`config.mk`:
```
export PLATFORM = sky130hd
export DESIGN_NAME = stream_producer
export DESIGN_NICKNAME = d
export VERILOG_FILES = /design/src/rtl/stream_pkg.sv /design/src/rtl/sync_fifo.sv /design/src/rtl/stream_producer.sv
export SDC_FILE = /design/constraint.sdc
export NUM_CORES = 1
export LEC_CHECK = 0
export BUFFER_PORTS_ARGS = -buffer_cell sky130_fd_sc_hd__buf_2
export CORE_AREA = 2 2 58 88
export CTS_CLUSTER_DIAMETER = 30
export DETAILED_ROUTE_END_ITERATION = 16
export DIE_AREA = 0 0 60 90
export PLACE_DENSITY = 0.72
export SETUP_SLACK_MARGIN = 0.15
export SLEW_MARGIN = 20
export SYNTH_ARGS = -nofsm -noshare
export SYNTH_HDL_FRONTEND = slang
export SYNTH_HIERARCHICAL = 1
export SYNTH_SLANG_ARGS = --single-unit
```
`constraint.sdc`:
```
create_clock -name clk -period 4.9 [get_ports clk]
set_input_delay 0.245 -clock clk [delete_from_list [all_inputs] [get_ports clk]]
set_output_delay 0.245 -clock clk [all_outputs]
set_load 0.005 [all_outputs]
```
`src/rtl/stream_pkg.sv`:
```
// -----------------------------------------------------------------------------
// stream_pkg
//   Shared types and default sizes for the valid/ready byte-stream producer.
//
//   prod_state_t : producer FSM state (IDLE / CAPTURE / DRAIN)
//   beat_t       : one stream beat at the default data width {data, last}
//   DEF_*        : default parameter values used by stream_producer
// -----------------------------------------------------------------------------
package stream_pkg;

  localparam int DEF_DATA_W     = 8;
  localparam int DEF_PKT_LEN    = 16;
  localparam int DEF_FIFO_DEPTH = 4;

  typedef enum logic [1:0] {
    IDLE    = 2'd0,
    CAPTURE = 2'd1,
    DRAIN   = 2'd2
  } prod_state_t;

  typedef struct packed {
    logic [DEF_DATA_W-1:0] data;
    logic                  last;
  } beat_t;

endpackage

```
`src/rtl/sync_fifo.sv`:
```
// -----------------------------------------------------------------------------
// sync_fifo
//   Single-clock FIFO with a registered head. dout always presents the oldest
//   entry while the FIFO is non-empty and only changes on a push into an empty
//   FIFO or on a pop, so a downstream valid/ready sink sees stable data.
//
//   Pointers are log2(DEPTH)+1 bits wide: the extra MSB tells full from empty
//   when the index bits match, and both pointers simply wrap.
//
//   Ports
//     clk    in   1      clock
//     rst    in   1      synchronous, active-high reset (empties the FIFO)
//     push   in   1      write din; accepted unless full with no pop this cycle
//     din    in   WIDTH  entry to write
//     pop    in   1      remove the head entry (ignored when empty)
//     dout   out  WIDTH  registered head entry (0 after reset)
//     full   out  1      DEPTH entries held
//     empty  out  1      no entries held
// -----------------------------------------------------------------------------
module sync_fifo #(
  parameter int WIDTH = 9,
  parameter int DEPTH = 4
) (
  input  logic             clk,
  input  logic             rst,
  input  logic             push,
  input  logic [WIDTH-1:0] din,
  input  logic             pop,
  output logic [WIDTH-1:0] dout,
  output logic             full,
  output logic             empty
);

  localparam int AW = $clog2(DEPTH);

  logic [WIDTH-1:0] mem [DEPTH];
  logic [AW:0]      wr_ptr;
  logic [AW:0]      rd_ptr;
  logic [AW:0]      wr_next;
  logic [AW:0]      rd_next;
  logic             do_push;
  logic             do_pop;
  logic             load_head;
  logic [WIDTH-1:0] head_d;

  assign empty = (wr_ptr == rd_ptr);
  assign full  = (wr_ptr[AW] != rd_ptr[AW]) && (wr_ptr[AW-1:0] == rd_ptr[AW-1:0]);

  // A pop frees a slot in the same cycle, so a full FIFO still takes a push.
  assign do_pop  = pop && !empty;
  assign do_push = push && (!full || do_pop);

  assign wr_next = wr_ptr + (AW+1)'(do_push);
  assign rd_next = rd_ptr + (AW+1)'(do_pop);

  // Reload the head only when the head entry changes and something remains;
  // otherwise hold, so dout never picks up an unwritten slot.
  assign load_head = (do_push || do_pop) && (wr_next != rd_next);

  // The next head is either already in memory, or it is the entry being
  // written this cycle (push into empty, or pop of the only entry with push).
  always_comb begin
    // NOTE: assign a default before any conditional update in combinational
    // logic; a path that leaves the signal unassigned infers a latch.
    head_d = mem[rd_next[AW-1:0]];
    if (do_push && (wr_ptr[AW-1:0] == rd_next[AW-1:0])) begin
      head_d = din;
    end
  end

  always_ff @(posedge clk) begin
    if (rst) begin
      wr_ptr <= '0;
      rd_ptr <= '0;
      dout   <= '0;
    end else begin
      wr_ptr <= wr_next;
      rd_ptr <= rd_next;
      if (load_head) begin
        dout <= head_d;
      end
    end
  end

  // NOTE: the storage array is deliberately not reset; the pointers define
  // which entries are meaningful, and leaving the array out of reset lets it
  // map onto plain RAM/register-file cells.
  always_ff @(posedge clk) begin
    if (do_push) begin
      mem[wr_ptr[AW-1:0]] <= din;
    end
  end

endmodule

```
`src/rtl/stream_producer.sv`:
```
// -----------------------------------------------------------------------------
// stream_producer
//   Transmit end of the valid/ready byte stream. A start pulse opens a packet;
//   PKT_LEN samples are then captured, one per sample_en strobe, buffered in a
//   small FIFO and sent with m_last on the final beat.
//
//   If the FIFO is full (and not being popped) when a sample arrives, that
//   sample is dropped and the sticky overflow flag is set; the beat counter
//   does not advance, so the packet still carries exactly PKT_LEN beats.
//
//   Parameters
//     DATA_W      sample / m_data width
//     PKT_LEN     beats per packet (>= 2)
//     FIFO_DEPTH  buffer entries (power of 2, >= 2)
//
//   Build option
//     STREAM_PRODUCER_PARITY_EN  adds m_parity = ^m_data, stored per entry
//
//   Ports
//     clk        in   1       clock
//     rst        in   1       synchronous, active-high reset
//     start      in   1       begin a packet (ignored while busy)
//     sample_en  in   1       capture strobe
//     sample     in   DATA_W  value captured when sample_en=1
//     m_valid    out  1       beat available (FIFO non-empty)
//     m_ready    in   1       consumer accepts the beat
//     m_data     out  DATA_W  beat payload (registered FIFO head)
//     m_last     out  1       final beat of packet
//     busy       out  1       packet in progress
//     overflow   out  1       sticky: a sample was dropped since last start
//     m_parity   out  1       even parity of m_data (parity build only)
// -----------------------------------------------------------------------------
module stream_producer
  import stream_pkg::*;
#(
  parameter int DATA_W     = DEF_DATA_W,
  parameter int PKT_LEN    = DEF_PKT_LEN,
  parameter int FIFO_DEPTH = DEF_FIFO_DEPTH
) (
  input  logic              clk,
  input  logic              rst,
  input  logic              start,
  input  logic              sample_en,
  input  logic [DATA_W-1:0] sample,
  output logic              m_valid,
  input  logic              m_ready,
  output logic [DATA_W-1:0] m_data,
  output logic              m_last,
  output logic              busy,
  output logic              overflow
`ifdef STREAM_PRODUCER_PARITY_EN
  ,
  output logic              m_parity
`endif
);

  localparam int CNT_W = $clog2(PKT_LEN);

`ifdef STREAM_PRODUCER_PARITY_EN
  localparam int ENTRY_W = DATA_W + 2;
`else
  localparam int ENTRY_W = DATA_W + 1;
`endif

  prod_state_t        state_q;
  prod_state_t        state_d;
  logic [CNT_W-1:0]   count_q;
  logic               start_ok;
  logic               push_req;
  logic               push_ok;
  logic               pop;
  logic               is_last;
  logic               fifo_full;
  logic               fifo_empty;
  logic [ENTRY_W-1:0] entry_in;
  logic [ENTRY_W-1:0] entry_out;

  // ---------------------------------------------------------------------------
  // FSM: state register
  // ---------------------------------------------------------------------------
  always_ff @(posedge clk) begin
    // NOTE: clocked state uses non-blocking assignments so every register
    // samples the pre-edge values, independent of statement order.
    if (rst) begin
      state_q <= IDLE;
    end else begin
      state_q <= state_d;
    end
  end

  // ---------------------------------------------------------------------------
  // FSM: next-state logic
  // ---------------------------------------------------------------------------
  always_comb begin
    state_d = state_q;
    unique case (state_q)
      IDLE:    if (start)                     state_d = CAPTURE;
      CAPTURE: if (push_ok && is_last)        state_d = DRAIN;
      DRAIN:   if (pop && m_last)             state_d = IDLE;
      default:                                state_d = IDLE;
    endcase
  end

  // ---------------------------------------------------------------------------
  // FSM: outputs / control strobes
  // ---------------------------------------------------------------------------
  always_comb begin
    busy     = 1'b0;
    start_ok = 1'b0;
    push_req = 1'b0;
    unique case (state_q)
      IDLE: begin
        start_ok = start;
      end
      CAPTURE: begin
        busy     = 1'b1;
        push_req = sample_en;
      end
      DRAIN: begin
        busy = 1'b1;
      end
      default: begin
        busy = 1'b0;
      end
    endcase
  end

  // ---------------------------------------------------------------------------
  // Push / pop qualification
  // ---------------------------------------------------------------------------
  assign m_valid = !fifo_empty;
  assign pop     = m_valid && m_ready;
  assign is_last = (count_q == CNT_W'(PKT_LEN - 1));
  // Mirrors the FIFO's own acceptance rule so the counter and overflow flag
  // track exactly the pushes the FIFO takes.
  assign push_ok = push_req && (!fifo_full || pop);

  // ---------------------------------------------------------------------------
  // Beat counter and sticky overflow
  // ---------------------------------------------------------------------------
  always_ff @(posedge clk) begin
    if (rst) begin
      count_q  <= '0;
      overflow <= 1'b0;
    end else if (start_ok) begin
      count_q  <= '0;
      overflow <= 1'b0;
    end else begin
      if (push_ok) begin
        // Explicit wrap keeps non-power-of-2 packet lengths correct.
        count_q <= is_last ? '0 : count_q + CNT_W'(1);
      end
      if (push_req && !push_ok) begin
        overflow <= 1'b1;
      end
    end
  end

  // ---------------------------------------------------------------------------
  // Beat buffer
  // ---------------------------------------------------------------------------
`ifdef STREAM_PRODUCER_PARITY_EN
  assign entry_in = {^sample, sample, is_last};
  assign m_parity = entry_out[DATA_W+1];
`else
  assign entry_in = {sample, is_last};
`endif

  assign m_data = entry_out[DATA_W:1];
  assign m_last = entry_out[0];

  sync_fifo #(
    .WIDTH (ENTRY_W),
    .DEPTH (FIFO_DEPTH)
  ) u_fifo (
    .clk   (clk),
    .rst   (rst),
    .push  (push_ok),
    .din   (entry_in),
    .pop   (pop),
    .dout  (entry_out),
    .full  (fifo_full),
    .empty (fifo_empty)
  );

endmodule

```
After elaboration in Yosys (flattened, before gate mapping):

Memories as Yosys holds them, arrays and structs flattened. A register that Yosys moved wholly into a read port is not among the register bits.
Cells that the tools add are included.

* $add $sub $neg: 3
* equality and inequality tests: 10
* mux-type cells: 10
* reduce and logical (&&, ||, !) cells: 19

Operators with widths (number)
* $logic_and 1x1->1: 9
* $add 3x1->3: 2
* $mux 2: 3
* $ne 2x2->1 const B: 3
* $pmux 2 s3: 1
* $mux 1: 5
* $add 4x1->4 const B: 1
* $eq 4x4->1 const B: 1
* $mux 4: 1
* $reduce_or 2->1: 2
* $eq 3x3->1: 1
* $logic_not 1->1: 3
* $logic_or 1x1->1: 3
* $ne 3x3->1: 1
* $reduce_and 3->1: 1
* $eq 2x1->1 const B: 1
* $eq 2x2->1: 1
* $eq 2x2->1 const B: 1
* $logic_not 2->1: 1
* $ne 1x1->1: 1

* bits in registers: 13
* memory bits (writable): 36
* bits of input ports: 13
* output and inout bits: 12
* word-level logic and storage cells: 48
* memories kept: 1

Memories
* u_fifo.mem: depth 4, width 9, read ports 1, clocked after memory_dff 1, write ports 1, line sync_fifo.sv:36 `logic [WIDTH-1:0] mem [DEPTH];`

Logic depth before layout (Yosys ltp):

Gate-level depths: netlist (run 1).

* word-level depth: 9
* mapped depth: 15
* depth with buffers taken out: 14

Hierarchy:

Netlist (run 1), hierarchy kept.

Modules (own cells, without submodules)
* sync_fifo: times used 1, cells each 139, area each 2188.3 um^2, sequential area each 1381.3 um^2
* stream_producer: times used 1, cells each 47, area each 434.2 um^2, sequential area each 140.1 um^2

Least setup slack after synthesis (run 1):

No wires, ideal clock.

* path type: register to register
* start: register u_fifo.wr_ptr[1]
* end: register u_fifo.dout[3], read port of u_fifo.mem
* library setup time: 0.103 ns
* arrival: 3.269 ns
* data required time: 4.797 ns
* path slack: 1.527 ns
* cell stages (with the launch flop): 16
* buffers on the path: 1
* clock period less this slack: 3.373 ns
* cell sequence: dfxtp_1 > xor2_1 > or2_2 > nor2_1 > nand2b_4 > inv_1 > o41ai_4 > inv_2 > ha_1 > ha_1 > xnor2_1 > xnor2_1 > nand3_1 > and2_4 > buf_6 > a2111oi_2

* cells in the longest elaborated chain, start to end: 9
* elaborated cells between the ends (all ways): 16
* those cells by class: add/sub (2); eq/ne (3); reduce/logical (11)

Ends and longest elaborated chain
* start: declaration: line sync_fifo.sv:37 `logic [AW:0] wr_ptr;`
* start signal: assignment: line sync_fifo.sv:77 `wr_ptr <= wr_next;`
* $eq 3x3->1 *: line sync_fifo.sv:46 `assign empty = (wr_ptr == rd_ptr);`
* net fifo_empty: line stream_producer.sv:74 `logic fifo_empty;`
* $logic_not 1->1 *: line stream_producer.sv:131 `assign m_valid = !fifo_empty;`
* $logic_and 1x1->1 *: line stream_producer.sv:132 `assign pop = m_valid && m_ready;`
* net pop: line stream_producer.sv:71 `logic pop;`
* $logic_or 1x1->1 or $logic_and 1x1->1 (tied branches): line stream_producer.sv:136, sync_fifo.sv:50
* $logic_and 1x1->1 or $logic_or 1x1->1 (tied branches): line stream_producer.sv:136, sync_fifo.sv:51
* $logic_and 1x1->1: line sync_fifo.sv:51 `assign do_push = push && (!full || do_pop);`
* $add 3x1->3: line sync_fifo.sv:53 `assign wr_next = wr_ptr + (AW+1)'(do_push);`
* $ne 3x3->1: line sync_fifo.sv:58 `assign load_head = (do_push || do_pop) && (wr_next != rd_next);`
* $logic_and 1x1->1: line sync_fifo.sv:58
* end: declaration: line sync_fifo.sv:29 `output logic [WIDTH-1:0] dout,`

The timed path passes the listed nets; every way through them passes the cells marked *.
A chain may end at the register's enable or synchronous reset.

Worst setup path after layout (run 1):

Ends and elaborated chain as after synthesis.

==> results.cfg, run 1 <==
[synthesis]
ys_types = 42
synth_edf_count = 36
muxShareOfSynthArea_pct = 12.3
syn-num-nets = 208
synthAdderAreaFrac_pct = 4.29
synth_seq_area_share_pct = 58.0
ys.flop_type = edfxtp_1
synth_cells = 186
synth_compound_area_share_pct = 10.0
synthArstFlopShare_pct = 0
netlist_area_sq_um = 2620
synth_xor_xnor_area_share_pct = 4.63
synth_top_family_by_area = multiplexers
yosys.area_share.simple_pct = 8.25
postSynthAreaPerCell_sq_um = 14.1
synth-seq-cells = 58
yosysWarnings = 6

[run_status]
outcome = finished clean

[place]
portBuffers = 24
gp_congestion = 0.809
hpwl_microns = 3650

[timing]
relSlewSlack_pct = 31.9
worstMarginPinSlew_ps = 1020
max_freq_ghz = 0.259
hold_ws_ps = 140
final_max_slew_viol_count = 0
fin_setup_tns_ps = 0
finalSetupViolCount = 0
fin_crit_ps = 3860
fin_crit_sh_pct = 78.8
rsz0062_at_grt = no
finalClockSkew_ps = 4.05
finalHoldViolCount = 0

[grt]
grt_max_degree = 20
antenna_found_initial = 0
grt_pass1_vias = 1667
grt_usage_pct = 20.9
grt_pass1_wl_microns = 8010
grt_overflow = 0

[run]
maxCapViolCount = 0

[drt]
routedWlPerCell_microns = 17.6
dr.pass1.iters = 4
vias = 1602
drtIter0Drc = 51
drt-total-wl_microns = 5060
drtAntennaViolNets = 0
remaining_drc_errors = 0
viasPerCell = 5.58

[setup_path]
start_kind = flip-flop
cpMaxStageDelayCell = o41ai_4
cp_cell_sequence = xor2_1, or2_2, nor2_1, nand2b_4, inv_1, o41ai_4, inv_2, ha_1, ha_1, xnor2_1, xnor2_1, nand3_1, and2_4, a2111oi_2
crit_type = flip-flop to flip-flop
critPathCaptureType = flip-flop
arrival_ps = 4080
critical_path_peak_fanout = 10
cp.required_ps = 5120
cpPeakStageDelay_ps = 510

[pwr]
intPower_uw = 894
leakage_nw = 1.14
clock_power_share_pct = 35.9
vdd_drop_max_uv = 352
power.density_nw_per_um2 = 402
power.net_switching_uw = 316
seqPwrFrac_pct = 46.5
p_sw_share_pct = 26.1
p_comb_share_pct = 17.5

[floorplan]
initial_core_util_pct = 55.9
dieHeight_microns = 90
io_pins = 25
die_area_sq_um = 5400
die_x_microns = 60
rows = 31
fp.coreArea_sq_um = 4690

[layout]
nets = 238
fin_util_pct = 64.1
drive_gt1_share_pct = 28.5
n_fill_cell = 375
area_delta_synth_final_pct = 14.7
diodes = 0

[clock_network]
cts_tree = built
clock_path_buffers = 2
clkSlewWorstSetupHoldPaths_ps = 60
cts_setup_buffers = 0
h-tree-depth = 3
clk_latency_ps = 330
cts_buffers = 9
cts.hold.buffers_added = 0
cts.sinks = 58
clock-root-buffer = clkbuf_8
cts_resized = 0

[hold_path]
min_path_type = primary input to flip-flop
flip-flops by register name (all words and copies together), names as in the netlist:
signal         cells
u_fifo/mem        36
u_fifo/dout        9
count_q            4
u_fifo/rd_ptr      3
u_fifo/wr_ptr      3
state_q            2
overflow           1
cell type report:
| class | count | area, sq um | area share, % |
|---|---|---|---|
| Clock buffer | 11 | 151 | 5.03 |
| Clock inverter | 5 | 52.6 | 1.75 |
| Multi-Input combinational cell | 115 | 1050 | 34.8 |
| Timing Repair Buffer | 25 | 128 | 4.24 |
| Tap cell | 66 | 82.6 | 2.75 |
| Sequential cell | 58 | 1520 | 50.6 |
| Inverter | 7 | 26.3 | 0.874 |
worst paths after layout:
check,depth (start not counted),slack [ps],from,endpoint
min,1,140,sample[5],u_fifo/mem[2][6]
max reg2reg,14,1040,u_fifo/wr_ptr[1],u_fifo/dout[3]
min reg2reg,2,470,overflow,overflow
max,14,1040,u_fifo/wr_ptr[1],u_fifo/dout[3]
cells in the mapped netlist, types with 2 or more instances:
| library cell | instances | area [sq um] |
|---|---|---|
| nor2b_1 | 5 | 31.3 |
| nand2b_1 | 2 | 12.5 |
| buf_1 | 2 | 7.51 |
| nor3_1 | 2 | 10.0 |
| edfxtp_1 | 36 | 1080 |
| mux4_2 | 9 | 203 |
| xnor2_1 | 8 | 70.1 |
| a21oi_1 | 2 | 10.0 |
| dfxtp_1 | 22 | 440 |
| a211oi_1 | 9 | 67.6 |
| nor2_1 | 20 | 75.1 |
| buf_6 | 2 | 22.5 |
| ha_1 | 9 | 113 |
| nand2_1 | 2 | 7.51 |
| o21bai_1 | 8 | 60.1 |
| a41oi_1 | 2 | 17.5 |
| mux2i_1 | 12 | 120 |
| inv_1 | 6 | 22.5 |
| nand3_1 | 2 | 10.0 |
| xor2_1 | 4 | 35.0 |
metrics by stage:
stage	area (sq um)	worst slack [ps]	power, mW	cells
floorplan	2620	1530	0.730	186
global placement	2800	1370	0.775	271
detailed placement	2800	1070	0.784	271
CTS	3010	1050	1.22	287
global route	3010	794	1.26	287
finish	3010	1040	1.21	287
power groups by stage:
stage	registers, mW	clock network [mW]	logic, mW
finish	0.563	0.435	0.212
detailed placement	0.574	0	0.210
global route	0.566	0.462	0.232
floorplan	0.568	0	0.162
CTS	0.563	0.446	0.212
global placement	0.570	0	0.204
layout by cell type (no fill, tap or decap), drive strengths merged, types with 3 or more instances in the layout:
cell	n
a211oi	9
a21oi	3
buf	25
clkbuf	11
clkinv	3
dfxtp	22
edfxtp	36
ha	9
inv	7
mux2i	12
mux4	9
nand2b	3
nor2	20
nor2b	5
o21bai	8
xnor2	8
xor2	5
kinds of logic after synthesis:
logic type               count (synthesis)
AO/OA/AOI/OAI                           30
flip-flops                              58
multiplexers                            21
adder cells (fa/ha/maj)                  9
AND/OR/NAND/NOR                         42
buffers and inverters                   13
XOR/XNOR                                13
per-layer routing:
layer | part of all wire (%) | global-route usage [%]
met2 | 56 | 35.7
met5 | 0 | 0
met1 | 38 | 22.2
met4 | 1.6 | 10.6
met3 | 4.3 | 6.19
critical path, delay by kind of cell, from the launching register on:
family                   cells  cell delay [ps]
adder cells (fa/ha/maj)      2              440
buffers and inverters        2              190
AO/OA/AOI/OAI                2              810
XOR/XNOR                     3              560
AND/OR/NAND/NOR              5             1290
flip-flops                   1              490
No activity file was read; power rests on OpenSTA's default activity.
==> run 2: changes to the inputs <==
Clock period 4.9 ns to 4.05 ns, I/O delays scaled along.
==> run 2 against run 1 <==
Against the previous run: global-route usage is 0.26 points higher; fmax rose by 7.6%; utilization is 0.75 points higher; critical path type unchanged; highest routed layer unchanged.
==> results.cfg, run 2 (synthesis gave the netlist of run 1 again) <==
[grt]
top_usage_layer = met2
antenna_found_initial = 0
met3_usage_pct = 5.04
grt_overflow = 0
grt_use_met2_pct = 35.1
grt.met1_usage_pct = 24.1
grt_pass1_vias = 1731
grt_max_degree = 20
grt_usage_pct = 21.2
grt_pass1_wl_microns = 8200

[setup_path]
critical_path_peak_fanout = 10
cp.required_ps = 4290
rr_worst_depth = 14
arrival_ps = 3830
regToRegEndpoint = u_fifo/dout[3]
rr_startpoint = u_fifo/wr_ptr[1]
cp_cell_sequence = xor2_1, or2_2, nor2_1, nand2b_4, inv_1, o41ai_4, inv_2, ha_1, ha_1, xnor2_1, xnor2_1, nand3_2, and2_4, a2111oi_2
cpPeakStageDelay_ps = 460
critPathCaptureType = flip-flop
start_kind = flip-flop
cpMaxStageDelayCell = dfxtp_1
crit_type = flip-flop to flip-flop
rrSetupSlack_ps = 460

[drt]
remaining_drc_errors = 0
dr.pass1.iters = 4
drtAntennaViolNets = 0
vias = 1623
drtIter0Drc = 108
drt-total-wl_microns = 5070
viasPerCell = 5.58
routedWlPerCell_microns = 17.4

[hold_path]
min_path_type = primary input to flip-flop
whs_path_depth = 1
hp-start = sample[4]
hold_path_end = u_fifo/mem[2][5]

[clock_network]
clk_latency_ps = 340
h-tree-depth = 3
clock-root-buffer = clkbuf_8
cts.sinks = 58
cts_tree = built
cts_buffers = 9
clock_path_buffers = 2
cts_setup_buffers = 0
clkSlewWorstSetupHoldPaths_ps = 70

[floorplan]
die_x_microns = 60
fp.coreArea_sq_um = 4690
dieHeight_microns = 90
rows = 31
initial_core_util_pct = 55.9
die_area_sq_um = 5400
io_pins = 25

[timing]
finalHoldViolCount = 0
final_max_slew_viol_count = 0
worstMarginPinSlew_ps = 1020
rsz0062_at_grt = no
fin_ws_ps = 462
fin_crit_sh_pct = 88.6
fin_setup_tns_ps = 0
max_freq_ghz = 0.279
fin_crit_ps = 3590
finalSetupViolCount = 0
relSlewSlack_pct = 31.6
finalClockSkew_ps = 7.21

[layout]
fin_util_pct = 64.8
final_common_cell = edfxtp_1
largest_reg_flops = 36
diodes = 0
nets = 242
drive_gt1_share_pct = 29.3
n_fill_cell = 349
final_cell_mix = edfxtp_1, buf_2, dfxtp_1, nor2_1
area_delta_synth_final_pct = 16.0

[place]
portBuffers = 24
hpwl_microns = 3590
place_ws_ps = 379
gp_congestion = 0.826

[run]
maxCapViolCount = 0

[pwr]
power.density_nw_per_um2 = 491
vdd_drop_max_uv = 316
total_power_mw = 1.50
leakage_nw = 1.17

[run_status]
outcome = finished clean
## run 2: cell types whose count changed in the layout (fill, tap and decap cells not counted)
| cell | previous run | this run |
|---|---|---|
| nand3_2 | 0 | 1 |
| nor3b_2 | 1 | 0 |
| clkinv_4 | 0 | 1 |
| nor3_2 | 1 | 0 |
| buf_4 | 1 | 5 |
| clkinv_2 | 3 | 2 |
| nor3_1 | 1 | 2 |
| nand3_1 | 2 | 1 |
| clkinvlp_4 | 1 | 0 |
| nor3b_1 | 0 | 1 |
| clkbuf_8 | 11 | 12 |
## run 2: how the worst max path moves through the flow
stage                           from        endpoint  slack (ps)  cells after the start
floorplan           u_fifo/wr_ptr[1]  u_fifo/dout[3]         680                     15
global placement    u_fifo/wr_ptr[1]  u_fifo/dout[3]         600                     14
detailed placement  u_fifo/wr_ptr[1]  u_fifo/dout[3]         380                     14
CTS                 u_fifo/wr_ptr[1]  u_fifo/dout[3]         370                     14
global route        u_fifo/wr_ptr[1]  u_fifo/dout[3]         200                     14
finish              u_fifo/wr_ptr[1]  u_fifo/dout[3]         460                     14
## run 2: metrics by stage
step           instances  area, sq um  hold WS, ps
6_report             291         3040         95.3
3_5_place_dp         275         2820          445
3_3_place_gp         275         2820          434
4_1_cts              291         3040         82.5
2_1_floorplan        186         2620          281
5_1_grt              291         3040         96.0
## run 2: repair_timing
item	CTS	global route
resized for setup	0	1
hold buffers	0	0
setup endpoints to repair	0	1
## run 2: layout make-up
| class | count | area (sq um) | area share (%) |
|---|---|---|---|
| flip-flops and latches | 58 | 1520 | 50.0 |
| multi-input cells | 115 | 1040 | 34.2 |
| clock buffers | 12 | 165 | 5.43 |
| repair buffers | 29 | 158 | 5.18 |
| well taps | 66 | 82.6 | 2.71 |
| clock inverters | 4 | 48.8 | 1.60 |
| inverters | 7 | 26.3 | 0.863 |
## run 2: metal layers
metal	part of all wire [%]	wire length [microns]
met1	39	2000
met2	54	2750
met3	4.2	211
met4	2.2	110
met5	0	0
## run 2: critical path: cells and delay by family, from the launching register on
| kind | cells | cell delay [ps] |
|---|---|---|
| AOI/OAI and AO/OA | 2 | 730 |
| xor gates and xnor gates | 3 | 550 |
| adders and majority gates | 2 | 410 |
| buffers and inverters | 2 | 180 |
| DFF | 1 | 460 |
| and+or+nand+nor | 5 | 1150 |
## run 2: report_power, final
part	switching, mW	internal, mW	total [mW]
combinational	0.149	0.113	0.263
clock	0.221	0.333	0.554
sequential	0.0205	0.659	0.679
==> run 3: changes to the inputs <==
Settings changed: CORE_AREA 2 2 58 88 to 2 2 69 103, DIE_AREA 0 0 60 90 to 0 0 71 105, PLACE_DENSITY 0.72 to 0.53.
==> run 3 against run 2 <==
Against the previous run: utilization fell by 19 points; global-route usage fell by 4.5 points; worst hold slack improved by 7.5 ps; register-to-register slack improved by 100 ps; critical path type unchanged; critical endpoint unchanged; largest cell class unchanged.
==> results.cfg, run 3 (synthesis gave the netlist of run 1 again) <==
[run_status]
outcome = finished clean

[timing]
finalClockSkew_ps = 8.67
fin_crit_ps = 3480
relSlewSlack_pct = 38.5
finalSetupViolCount = 0
max_freq_ghz = 0.287
finalHoldViolCount = 0
final_max_slew_viol_count = 0
worstMarginPinSlew_ps = 920
fin_setup_tns_ps = 0
fin_crit_sh_pct = 86.0
rsz0062_at_grt = no

[floorplan]
die_x_microns = 71
initial_core_util_pct = 40.2
fp.coreArea_sq_um = 6530
dieHeight_microns = 105
io_pins = 25
rows = 36
die_area_sq_um = 7460

[clock_network]
cts.hold.buffers_added = 0
clkSlewWorstSetupHoldPaths_ps = 70
cts_buffers = 9
cts_tree = built
cts.sinks = 58
h-tree-depth = 3
clock-root-buffer = clkbuf_8
clock_path_buffers = 2
clk_latency_ps = 330

[layout]
largest_reg_flops = 36
fin_util_pct = 46.3
nets = 242
diodes = 0
register_area_sq_um = 1520
multi_input_area_sq_um = 1040
n_fill_cell = 599
final_common_cell = edfxtp_1
final_cell_mix = edfxtp_1, buf_2, dfxtp_1, nor2_1, mux2i_1
drive_gt1_share_pct = 28.4
area_delta_synth_final_pct = 15.3

[hold_path]
min_path_type = primary input to flip-flop

[setup_path]
critical_path_peak_fanout = 9
cp.required_ps = 4270
critPathCaptureType = flip-flop
crit_type = flip-flop to flip-flop
start_kind = flip-flop
arrival_ps = 3710

[drt]
remaining_drc_errors = 0
drtIter0Drc = 89
dr.pass1.iters = 4
drtAntennaViolNets = 0
viasPerCell = 5.30
vias = 1594
drt-total-wl_microns = 5490
routedWlPerCell_microns = 18.2

[pwr]
power.density_nw_per_um2 = 480
power.net_switching_uw = 394
seqPwrFrac_pct = 46.8
vdd_drop_max_uv = 274
intPower_mw = 1.06
leakage_nw = 1.14
p_comb_share_pct = 18.9
clock_power_share_pct = 34.3
p_sw_share_pct = 27.1

[run]
maxCapViolCount = 0

[grt]
antenna_found_initial = 0
grt_pass1_wl_microns = 9090
grt_overflow = 0
grt_pass1_vias = 1806
grt_max_degree = 20
grt_usage_pct = 16.6

[place]
portBuffers = 24
gp_congestion = 0.813
hpwl_microns = 4030
-- run 3: worst paths after layout --
check | startpoint | end | slack, ps | depth (start not counted)
setup / recovery | u_fifo/wr_ptr[1] | u_fifo/dout[3] | 570 | 14
hold / removal | sample[7] | u_fifo/mem[0][8] | 100 | 1
hold reg to reg | overflow | overflow | 490 | 2
setup reg to reg | u_fifo/wr_ptr[1] | u_fifo/dout[3] | 570 | 14
-- run 3: layer usage --
layer  up-vias  GRT usage (%)  routed length (microns)
met4         0           9.97                      210
met3        15           4.53                      199
met2        41           29.1                     3010
met1       773           17.2                     2070
li1        765              -                        -
met5         -              0                        0
-- run 3: area by class of cell --
| cell class | count | area share (%) |
|---|---|---|
| Multi-Input combinational cell | 115 | 34.3 |
| Clock inverter | 6 | 1.90 |
| Sequential cell | 58 | 50.3 |
| Inverter | 7 | 0.869 |
| Clock buffer | 10 | 4.22 |
| Timing Repair Buffer | 29 | 5.21 |
| Tap cell | 76 | 3.14 |
-- run 3: power by group through the flow --
stage / logic [mW] / clock network [mW] / registers (mW)
finish: 0.274 / 0.498 / 0.680
global route: 0.307 / 0.534 / 0.684
CTS: 0.277 / 0.512 / 0.680
detailed placement: 0.275 / 0 / 0.693
global placement: 0.264 / 0 / 0.689
floorplan: 0.196 / 0 / 0.688
-- run 3: through the flow --
| stage | instance area (sq um) | power (mW) | hold slack [ps] | cells | worst slack (ps) |
|---|---|---|---|---|---|
| 2_1_floorplan | 2620 | 0.883 | 281 | 186 | 677 |
| 3_3_place_gp | 2840 | 0.954 | 436 | 285 | 559 |
| 5_1_grt | 3020 | 1.52 | 91.3 | 301 | 279 |
| 6_report | 3020 | 1.45 | 103 | 301 | 566 |
| 4_1_cts | 3020 | 1.47 | 93.0 | 301 | 374 |
| 3_5_place_dp | 2840 | 0.967 | 447 | 285 | 412 |
-- run 3: repair_timing --
| action | in CTS | in global routing |
|---|---|---|
| setup buffers | 0 | 0 |
| gates resized for setup | 0 | 1 |
| endpoints found under the setup margin | 0 | 1 |
-- run 3: critical path: stages, from the launching register on --
cell and delay [ps]:
dfxtp_1 470, xor2_1 170, or2_2 330, nor2_1 180, nand2b_4 200, inv_1 80, o41ai_4 450, inv_2 90
ha_1 200, ha_1 220, xnor2_1 210, xnor2_1 150, nand3_1 140, and2_4 200, a2111oi_2 290
